===== src/rtl/path_stack_ctrl_if.sv =====
// Bundles the solver-side stack requests, replay control and the path replay stream
// that connect the maze-solver controller to path_stack_ctrl.
interface path_stack_ctrl_if #(
  parameter int LOC_W = 8
);
  logic             clear;
  logic             push;
  logic             pop;
  logic [LOC_W-1:0] dIn;
  logic             startReplay;
  logic             outReady;
  logic [LOC_W-1:0] topLoc;
  logic             empStck;
  logic             fullStck;
  logic             outValid;
  logic [LOC_W-1:0] outLoc;
  logic             replayDone;
  logic             busy;
  logic             ovf;
  logic             unf;

  modport master (
    output clear, push, pop, dIn, startReplay, outReady,
    input  topLoc, empStck, fullStck, outValid, outLoc, replayDone, busy, ovf, unf
  );

  modport slave (
    input  clear, push, pop, dIn, startReplay, outReady,
    output topLoc, empStck, fullStck, outValid, outLoc, replayDone, busy, ovf, unf
  );
endinterface


===== src/rtl/path_stack_ctrl.sv =====
// Location stack for the maze solver: push/pop service while solving, then a bottom-to-top
// valid/ready replay of the stored path. Define STACK_PROT_EN for sticky ovf/unf flags.
module path_stack_ctrl #(
  parameter int LOC_W = 8,
  parameter int DEPTH = 64
) (
  input logic             clk,
  input logic             rst,
  path_stack_ctrl_if.slave bus
);
  localparam int AW = $clog2(DEPTH);
  localparam logic [AW:0]   FULL_SP = (AW+1)'(DEPTH);
  localparam logic [AW:0]   ONE_SP  = (AW+1)'(1);
  localparam logic [AW-1:0] ONE_A   = AW'(1);

  typedef enum logic [1:0] {IDLE, REPLAY, DONE} state_t;

  state_t           state, nextState;
  logic [AW:0]      sp, rdPtr;
  logic [LOC_W-1:0] mem [DEPTH];
  logic [LOC_W-1:0] outLocR;
  logic             outValidR;
  logic             empty, full, xfer, solveEn;
  logic             doPush, doRepl, doPop, wrEn;
  logic [AW-1:0]    topIdx, wrAddr;

  assign empty   = (sp == '0);
  assign full    = (sp == FULL_SP);
  assign xfer    = outValidR && bus.outReady;
  assign topIdx  = sp[AW-1:0] - ONE_A;
  // startReplay and clear both pre-empt any solver request in the same cycle
  assign solveEn = (state == IDLE) && !bus.clear && !bus.startReplay;
  assign doPush  = solveEn && bus.push && !full && (!bus.pop || empty);
  assign doRepl  = solveEn && bus.push && bus.pop && !empty;
  assign doPop   = solveEn && bus.pop && !bus.push && !empty;
  assign wrEn    = doPush || doRepl;
  assign wrAddr  = doRepl ? topIdx : sp[AW-1:0];

  assign bus.topLoc   = empty ? '0 : mem[topIdx];
  assign bus.empStck  = empty;
  assign bus.fullStck = full;
  assign bus.outValid = outValidR;
  assign bus.outLoc   = outLocR;

  always_ff @(posedge clk) begin
    if (wrEn) mem[wrAddr] <= bus.dIn;
  end

  always_ff @(posedge clk or negedge rst) begin
    if (!rst) state <= IDLE;
    else      state <= nextState;
  end

  always_comb begin
    nextState = state;
    if (bus.clear) begin
      nextState = IDLE;
    end else begin
      case (state)
        IDLE:    if (bus.startReplay) nextState = empty ? DONE : REPLAY;
        REPLAY:  if (xfer && (rdPtr == sp)) nextState = DONE;
        DONE:    nextState = IDLE;
        default: nextState = IDLE;
      endcase
    end
  end

  always_comb begin
    bus.busy       = (state != IDLE);
    bus.replayDone = (state == DONE);
  end

  always_ff @(posedge clk or negedge rst) begin
    if (!rst) begin
      sp        <= '0;
      rdPtr     <= '0;
      outValidR <= 1'b0;
      outLocR   <= '0;
    end else if (bus.clear) begin
      sp        <= '0;
      rdPtr     <= '0;
      outValidR <= 1'b0;
    end else begin
      case (state)
        IDLE: begin
          if (bus.startReplay) begin
            if (!empty) begin
              outLocR   <= mem[0];
              outValidR <= 1'b1;
              rdPtr     <= ONE_SP;
            end
          end else if (doPush) begin
            sp <= sp + ONE_SP;
          end else if (doPop) begin
            sp <= sp - ONE_SP;
          end
        end
        REPLAY: begin
          // rdPtr always points at the entry after the one currently on outLoc
          if (xfer) begin
            if (rdPtr < sp) begin
              outLocR <= mem[rdPtr[AW-1:0]];
              rdPtr   <= rdPtr + ONE_SP;
            end else begin
              outValidR <= 1'b0;
            end
          end
        end
        default: ;
      endcase
    end
  end

`ifdef STACK_PROT_EN
  logic ovfR, unfR;

  always_ff @(posedge clk or negedge rst) begin
    if (!rst) begin
      ovfR <= 1'b0;
      unfR <= 1'b0;
    end else if (bus.clear) begin
      ovfR <= 1'b0;
      unfR <= 1'b0;
    end else begin
      if (solveEn && bus.push && !bus.pop && full)  ovfR <= 1'b1;
      if (solveEn && bus.pop && !bus.push && empty) unfR <= 1'b1;
    end
  end

  assign bus.ovf = ovfR;
  assign bus.unf = unfR;
`else
  assign bus.ovf = 1'b0;
  assign bus.unf = 1'b0;
`endif
endmodule


===== src/flat_wrapper.sv =====
// flat-port wrapper written by rule: the top's interface ports become plain ports
module path_stack_ctrl_flat 
#(
  parameter int LOC_W = 8,
  parameter int DEPTH = 64
)
  (clk, rst, bus_clear, bus_push, bus_pop, bus_dIn, bus_startReplay, bus_outReady, bus_topLoc, bus_empStck, bus_fullStck, bus_outValid, bus_outLoc, bus_replayDone, bus_busy, bus_ovf, bus_unf);
  path_stack_ctrl_if #(.LOC_W(LOC_W)) bus_i ();
  input logic clk;
  input logic rst;
  input wire logic [$bits(bus_i.clear)-1:0] bus_clear;
  input wire logic [$bits(bus_i.push)-1:0] bus_push;
  input wire logic [$bits(bus_i.pop)-1:0] bus_pop;
  input wire logic [$bits(bus_i.dIn)-1:0] bus_dIn;
  input wire logic [$bits(bus_i.startReplay)-1:0] bus_startReplay;
  input wire logic [$bits(bus_i.outReady)-1:0] bus_outReady;
  output wire logic [$bits(bus_i.topLoc)-1:0] bus_topLoc;
  output wire logic [$bits(bus_i.empStck)-1:0] bus_empStck;
  output wire logic [$bits(bus_i.fullStck)-1:0] bus_fullStck;
  output wire logic [$bits(bus_i.outValid)-1:0] bus_outValid;
  output wire logic [$bits(bus_i.outLoc)-1:0] bus_outLoc;
  output wire logic [$bits(bus_i.replayDone)-1:0] bus_replayDone;
  output wire logic [$bits(bus_i.busy)-1:0] bus_busy;
  output wire logic [$bits(bus_i.ovf)-1:0] bus_ovf;
  output wire logic [$bits(bus_i.unf)-1:0] bus_unf;
  assign bus_i.clear = bus_clear;
  assign bus_i.push = bus_push;
  assign bus_i.pop = bus_pop;
  assign bus_i.dIn = bus_dIn;
  assign bus_i.startReplay = bus_startReplay;
  assign bus_i.outReady = bus_outReady;
  assign bus_topLoc = bus_i.topLoc;
  assign bus_empStck = bus_i.empStck;
  assign bus_fullStck = bus_i.fullStck;
  assign bus_outValid = bus_i.outValid;
  assign bus_outLoc = bus_i.outLoc;
  assign bus_replayDone = bus_i.replayDone;
  assign bus_busy = bus_i.busy;
  assign bus_ovf = bus_i.ovf;
  assign bus_unf = bus_i.unf;
  path_stack_ctrl #(.LOC_W(LOC_W), .DEPTH(DEPTH)) u_core (.clk(clk), .rst(rst), .bus(bus_i));
endmodule

===== config.mk =====
export PLATFORM = sky130hd
export DESIGN_NAME = path_stack_ctrl_flat
export DESIGN_NICKNAME = d
export VERILOG_FILES = /design/src/rtl/path_stack_ctrl_if.sv /design/src/rtl/path_stack_ctrl.sv /design/src/flat_wrapper.sv
export SDC_FILE = /design/constraint.sdc
export NUM_CORES = 1
export LEC_CHECK = 0
export CORE_MARGIN = 2
export CORE_UTILIZATION = 63
export DETAILED_ROUTE_END_ITERATION = 16
export PLACE_DENSITY_LB_ADDON = 0.08
export SYNTH_ARGS = -nofsm -noshare
export SYNTH_HDL_FRONTEND = slang
export SYNTH_SLANG_ARGS = --single-unit

===== constraint.sdc =====
create_clock -name clk -period 4.8 [get_ports clk]
set_input_delay 0.96 -clock clk [delete_from_list [all_inputs] [get_ports clk]]
set_output_delay 0.96 -clock clk [all_outputs]
set_load 0.1 [all_outputs]

Word-level counts from Yosys, hierarchy flattened
Memories as Yosys holds them, arrays and structs flattened.
Cells that the tools add are included.
{"block": "word_totals", "ff_bits": 25, "inputBits": 15, "n_memories": 1, "word_cells": 90, "mem_bits_rw": 512, "out_inout_bits": 23}
{"memory": "u_core.mem", "words": 64, "width": 8, "read_ports": 3, "rd_clocked_by_memory_dff": 0, "wr": 1, "line": "path_stack_ctrl.sv:20", "rtl": "logic [LOC_W-1:0] mem [DEPTH];"}
{"block": "classes", "eq_ne": 15, "muxes": 31, "bitwise_logic": 1, "n_addsub": 4, "n_reduce_logical": 32, "magnitude_cmp": 1}
{"op": "7-bit two-way mux", "count": 10}
{"op": "8-bit two-way mux", "count": 5}
{"op": "8-bit case mux with 2 select lines", "count": 1}
{"op": "7-bit by 1-bit adder with 7-bit output, second input constant", "count": 2}
{"op": "7-bit case mux with 2 select lines", "count": 1}
{"op": "1-bit logical AND", "count": 12}
{"op": "5-bit AND reduction", "count": 2}
{"op": "3-bit by 2-bit != test with 1-bit output, second input constant", "count": 3}
{"op": "3-bit != test, second input constant", "count": 3}
{"op": "2-bit two-way mux", "count": 4}
{"op": "7-bit equality test", "count": 1}
{"op": "7-bit equality test, second input constant", "count": 1}
{"op": "7-bit logical NOT", "count": 1}
{"op": "7-bit < comparator", "count": 1}
{"op": "1-bit two-way mux", "count": 7}
{"op": "7-bit by 1-bit subtractor with 7-bit output, second input constant", "count": 1}
{"op": "1-bit logical NOT", "count": 6}
{"op": "6-bit two-way mux", "count": 1}
{"op": "2-bit != test, second input constant", "count": 3}
{"op": "6-bit AND reduction", "count": 1}
{"op": "2-bit nonzero test", "count": 3}
{"op": "3-bit nonzero test", "count": 2}
{"op": "6-bit by 1-bit subtractor with 6-bit output, second input constant", "count": 1}
{"op": "2-bit by 1-bit != test with 1-bit output, second input constant", "count": 2}
{"op": "other kinds (9)", "count": 10}

Logic depth before layout (Yosys ltp)
{"block": "logic_depth", "depth_word": 11, "depth_mapped": 20, "depth_no_buf": 14}

Worst setup path after synthesis
No wires, ideal clock.
{"block": "synth_timing", "path_type": "flip-flop to output port", "start": "register u_core.sp[0]", "end": "output bus_topLoc[0]", "n_path_buf": 6, "setup_slack_ps": -2517, "arrival_time_ps": 6357, "required_ps": 3840, "path_stages_with_launch": 13, "path_cell_list": "dfrtp_1 buf_2 buf_4 buf_2 buf_2 inv_1 ha_1 buf_6 or4b_4 or2_1 buf_6 clkinv_1 o41ai_1"}
{"block": "synth_between", "elab_cells_between_ends": 4, "cone_classes": "add/sub (1); mux (1); reduce/logical (1); memory (1)"}
{"item": "start: declaration", "line": "path_stack_ctrl.sv:19", "rtl": "logic [AW:0] sp, rdPtr;"}
{"item": "start signal: assignment", "line": "path_stack_ctrl.sv:93", "rtl": "sp <= sp + ONE_SP;"}
{"item": "start signal: assignment", "line": "path_stack_ctrl.sv:95", "rtl": "sp <= sp - ONE_SP;"}
{"item": "7-bit logical NOT", "line": "path_stack_ctrl.sv:27", "rtl": "assign empty = (sp == '0);"}
{"item": "via bus_empStck", "line": "flat_wrapper.sv:18", "rtl": "output wire logic [$bits(bus_i.empStck)-1:0] bus_empStck;"}
{"item": "8-bit two-way mux", "line": "path_stack_ctrl.sv:39", "rtl": "assign bus.topLoc = empty ? '0 : mem[topIdx];"}
{"item": "end: declaration", "line": "flat_wrapper.sv:17", "rtl": "output wire logic [$bits(bus_i.topLoc)-1:0] bus_topLoc;"}
The timed path passes the listed nets, and every way through them passes these cells.

Final worst setup path
{"block": "layout_timing", "start": "register u_core.sp[0]", "end": "output bus_topLoc[2]"}
{"block": "layout_between", "elab_chain_cells": 3, "elab_cells_between_ends": 4, "cone_classes": "add/sub (1); mux (1); reduce/logical (1); memory (1)"}
{"item": "6-bit by 1-bit subtractor with 6-bit output", "line": "path_stack_ctrl.sv:30", "rtl": "assign topIdx = sp[AW-1:0] - ONE_A;"}
{"item": "memory read 64 x 8 bit"}
{"item": "8-bit two-way mux (*)", "line": "path_stack_ctrl.sv:39"}
Mark *: on every way between the ends. The rest lies on a longest branch, timed or not.

==> metrics.md <==
| Metric | Value |
|---|---|
| H-tree levels | `2` |
| Post-synth cell types | `71` |
| Tcrit/Tclk final | `1.010` |
| Critical path endpoint category | `output port` |
| Clock power share | `0.203` |
| LEAKAGE | `0.009600 uW` |
| Pwr Density | `707.4 nW/um2` |
| Root Buffer | `clkbuf_16` |
| TritonRoute pass-1 iters | `7` |
| Largest net degree at the start of global routing | `74` |
| IO buf count | `35` |
| Top-area cell type share of the netlist area | `0.5833` |
| Vias/cell | `7.436` |
| Ys flop type | `edfxtp_1` |
| Switch share | `0.4208` |
| First-pass GRT wire length | `112,200 um` |
| Clock sinks | `537` |
| Mapped Area | `26,360 um2` |
| Crit path max fanout | `70` |
| Layout cells sized above 1 | `0.2685` |
| Cell internal pwr | `12,250 uW` |
| Sequential share of power | `0.258` |
| FF-to-FF Start | `u_core.sp[0]` |
| DIE HEIGHT | `208.6 um` |
| Post-CTS Hold Fix Bufs | `0` |
| Fmax | `206.3 MHz` |
| Clock skew | `23.89 ps` |
| Min cycle time layout | `4848 ps` |
| Chip Width | `208.6 um` |
| Violated checks | `negative setup slack` |
| Place WS | `352.1 ps` |
| DP Cell Count | `2,188` |
| Most frequent cells in the layout | `edfxtp_1 (512), mux4_2 (181), mux2i_1 (181)` |
| RSZ-0062 raised after global routing | `no` |
| Synth area leaders | `edfxtp_1 (58%), mux4_2 (15%), mux2i_1 (6.9%), dfrtp_1 (2.4%), a22oi_1 (2.1%)` |
| Max clock buf depth | `3` |
| Num ports | `38` |
| Hold Path Cell Cnt | `2` |
| R2R Path End | `u_core.sp[6]` |
| Arrival @ worst endpoint | `3890 ps` |
| DRC | `0` |
| End of the critical path | `bus_topLoc[2]` |
| Antenna Nets Post-Route | `0` |
| Post-detailed-routing wire length | `76,460 um` |
| WS Path Type | `reg -> out` |
| GRT overflow | `0` |
| 1st-iter DRT viols | `2,753` |
| Hold WS | `509.5 ps` |
| Seq/Total Area, Yosys | `0.6070` |
| Die Area | `43,490 um2` |
| Worst EP required | `3840 ps` |
| Layout Cells excl Fill | `2,291` |
| Worst relative slew slack | `0.1471` |
| Status | `finished, violations left` |
| R2R Setup Slk | `580 ps` |
| Commonest non-fill, non-tap cell in the layout | `edfxtp_1` |
| Syn avg cell area | `16.23 um2` |
| Via count | `17,040` |
| Clk Latency, worst-skew pair | `620 ps` |
| Final setup margin | `-47.64 ps` |
| Layout area overhead | `13.45%` |
| Setup Viol. Count Final | `1` |
| FF-to-FF path depth | `14` |
| Number of global-route vias before repair | `16,750` |
| Yosys Warn Count | `0` |
| Kind of start point of the critical path | `flip-flop` |
| Synth async-reset ratio | `0.04655` |
| Hold Crit Class | `reg -> reg` |
| Clk pin slew, worst setup/hold paths | `60 ps` |
| Initial antenna violation count | `2` |
| Comb power frac | `0.540` |
| Crit. Startpoint | `u_core.sp[0]` |
| Initial cell density of the core | `0.6412` |
| GRT Util Overall | `0.3566` |
| VDD IR max | `1110 uV` |
| CTS tree | `done` |
| Final net count | `1,748` |
| Final Hold Vio Count | `0` |
| Core ar. | `41,110 um2` |
| CTS buffer count | `53` |
| Net switching power | `8901 uW` |
| Pin slew with the least headroom to its limit | `1279 ps` |
| Synthesized flop and latch total | `537` |
| Area leader, netlist | `edfxtp_1` |
| Routability Congestion | `0.9781` |
| DR WL/cell | `33.37 um` |
| Detailed Place HPWL | `50,350 um` |
| EDFF count, synth | `512` |
| Max-Cap Viols | `0` |
| Fin. max-slew vios | `0` |
| Row count | `74` |
| Cells after Synth | `1,624` |
## cells in the mapped netlist (6+ instances only)
cell type    n
a21oi_1     24
nand4_1     11
clkbuf_1    45
o31ai_1     11
nand3_1     53
inv_1       11
xnor2_1     10
mux4_2     181
o41ai_1      7
nand2_1     59
edfxtp_1   512
mux2_2      35
nor2b_1     13
and2_1       8
a221oi_1     9
mux2i_1    181
dfrtp_1     25
a22oi_1     73
nor3_1      18
a2111oi_0    6
o22ai_1     29
nor2_1      89
buf_2       48
o21ai_0     30
a41oi_1      6
ha_1        14
buf_4       20
## worst min path at each step
stage | start | to | slack [ps]
after floorplan | u_core.rdPtr[6] | u_core.rdPtr[6] | 520
after global placement | u_core.bus.outLoc[7] | u_core.bus.outLoc[7] | 490
after detailed placement | u_core.bus.outLoc[7] | u_core.bus.outLoc[7] | 500
after CTS | u_core.bus.outLoc[7] | u_core.bus.outLoc[7] | 510
after global routing | u_core.bus.outLoc[7] | u_core.bus.outLoc[7] | 550
final | u_core.bus.outLoc[5] | u_core.bus.outLoc[5] | 510
## area by class of cell
type	instances	area, um2
Clock inverter	33	410.4
Timing Repair Buffer	155	1469
Fill cell	2584	11200
Tap cell	532	665.6
Multi-Input combinational cell	956	9928
Clock buffer	62	1360
Inverter	15	57.56
Antenna cell	1	2.502
Sequential cell	537	16010
## metrics by stage
stage	power [uW]	cell area, um2	util	TNS [ps]
6_report	21150	29900	0.7274	-47.64
3_3_place_gp	16410	28040	0.6820	0
3_5_place_dp	16510	28040	0.6820	0
2_1_floorplan	13070	26510	-	0
4_1_cts	20850	29840	0.7259	0
5_1_grt	21660	29900	0.7274	0
## worst max-delay path, cell delays in order, from the launching register on
cell     delay, ps
dfrtp_4        490
buf_12         440
mux4_2         580
mux2i_1        330
o22ai_1        150
o21ai_0        720
o41ai_4        260
buf_12         240
## cell families (layout without fill, tap and decap cells)
group / Yosys count / in the layout / share of synthesized area
flip-flops: 537 / 537 / 0.6070
multiplexers: 399 / 399 / 0.2395
AND/OR/NAND/NOR: 288 / 289 / 0.05269
AO/OA/AOI/OAI: 239 / 239 / 0.06441
buffers and inverters: 133 / 265 / 0.02492
adder cells (fa/ha/maj): 15 / 15 / 0.007405
XOR/XNOR: 12 / 12 / 0.003987
other: 1 / 3 / 0.0001423
## routing by layer
metal	vias up	share of wire	wire length [um]	GRT usage
met1	8628	0.38	29080	0.5249
met3	187	0.13	10170	0.08528
met5	-	0.00012	9	0
li1	6894	-	-	-
met4	2	0.037	2851	0.1337
met2	1326	0.45	34350	0.5261
## state kept, by name, indices dropped and copies added, names as in the netlist
name	count
u_core.bus.outValid	1
u_core.mem	512
u_core.sp	7
u_core.rdPtr	7
u_core.bus.outLoc	8
u_core.state	2
## power by group through the flow
stage | logic, uW | clock network [uW] | registers (uW)
after CTS | 11100 | 4290 | 5440
after detailed placement | 11000 | 0 | 5530
final | 11400 | 4280 | 5450
after floorplan | 7410 | 0 | 5660
after global placement | 10900 | 0 | 5520
after global routing | 11700 | 4460 | 5460
## timing repair
action / 4_1_cts / 5_1_grt
pin swaps: 1 / 1
gates resized for setup: 5 / 2
buffers inserted: 1 / 5
setup endpoints to repair: 4 / 1
gates cloned: 0 / 1
No activity file was read; power rests on OpenSTA's default activity.
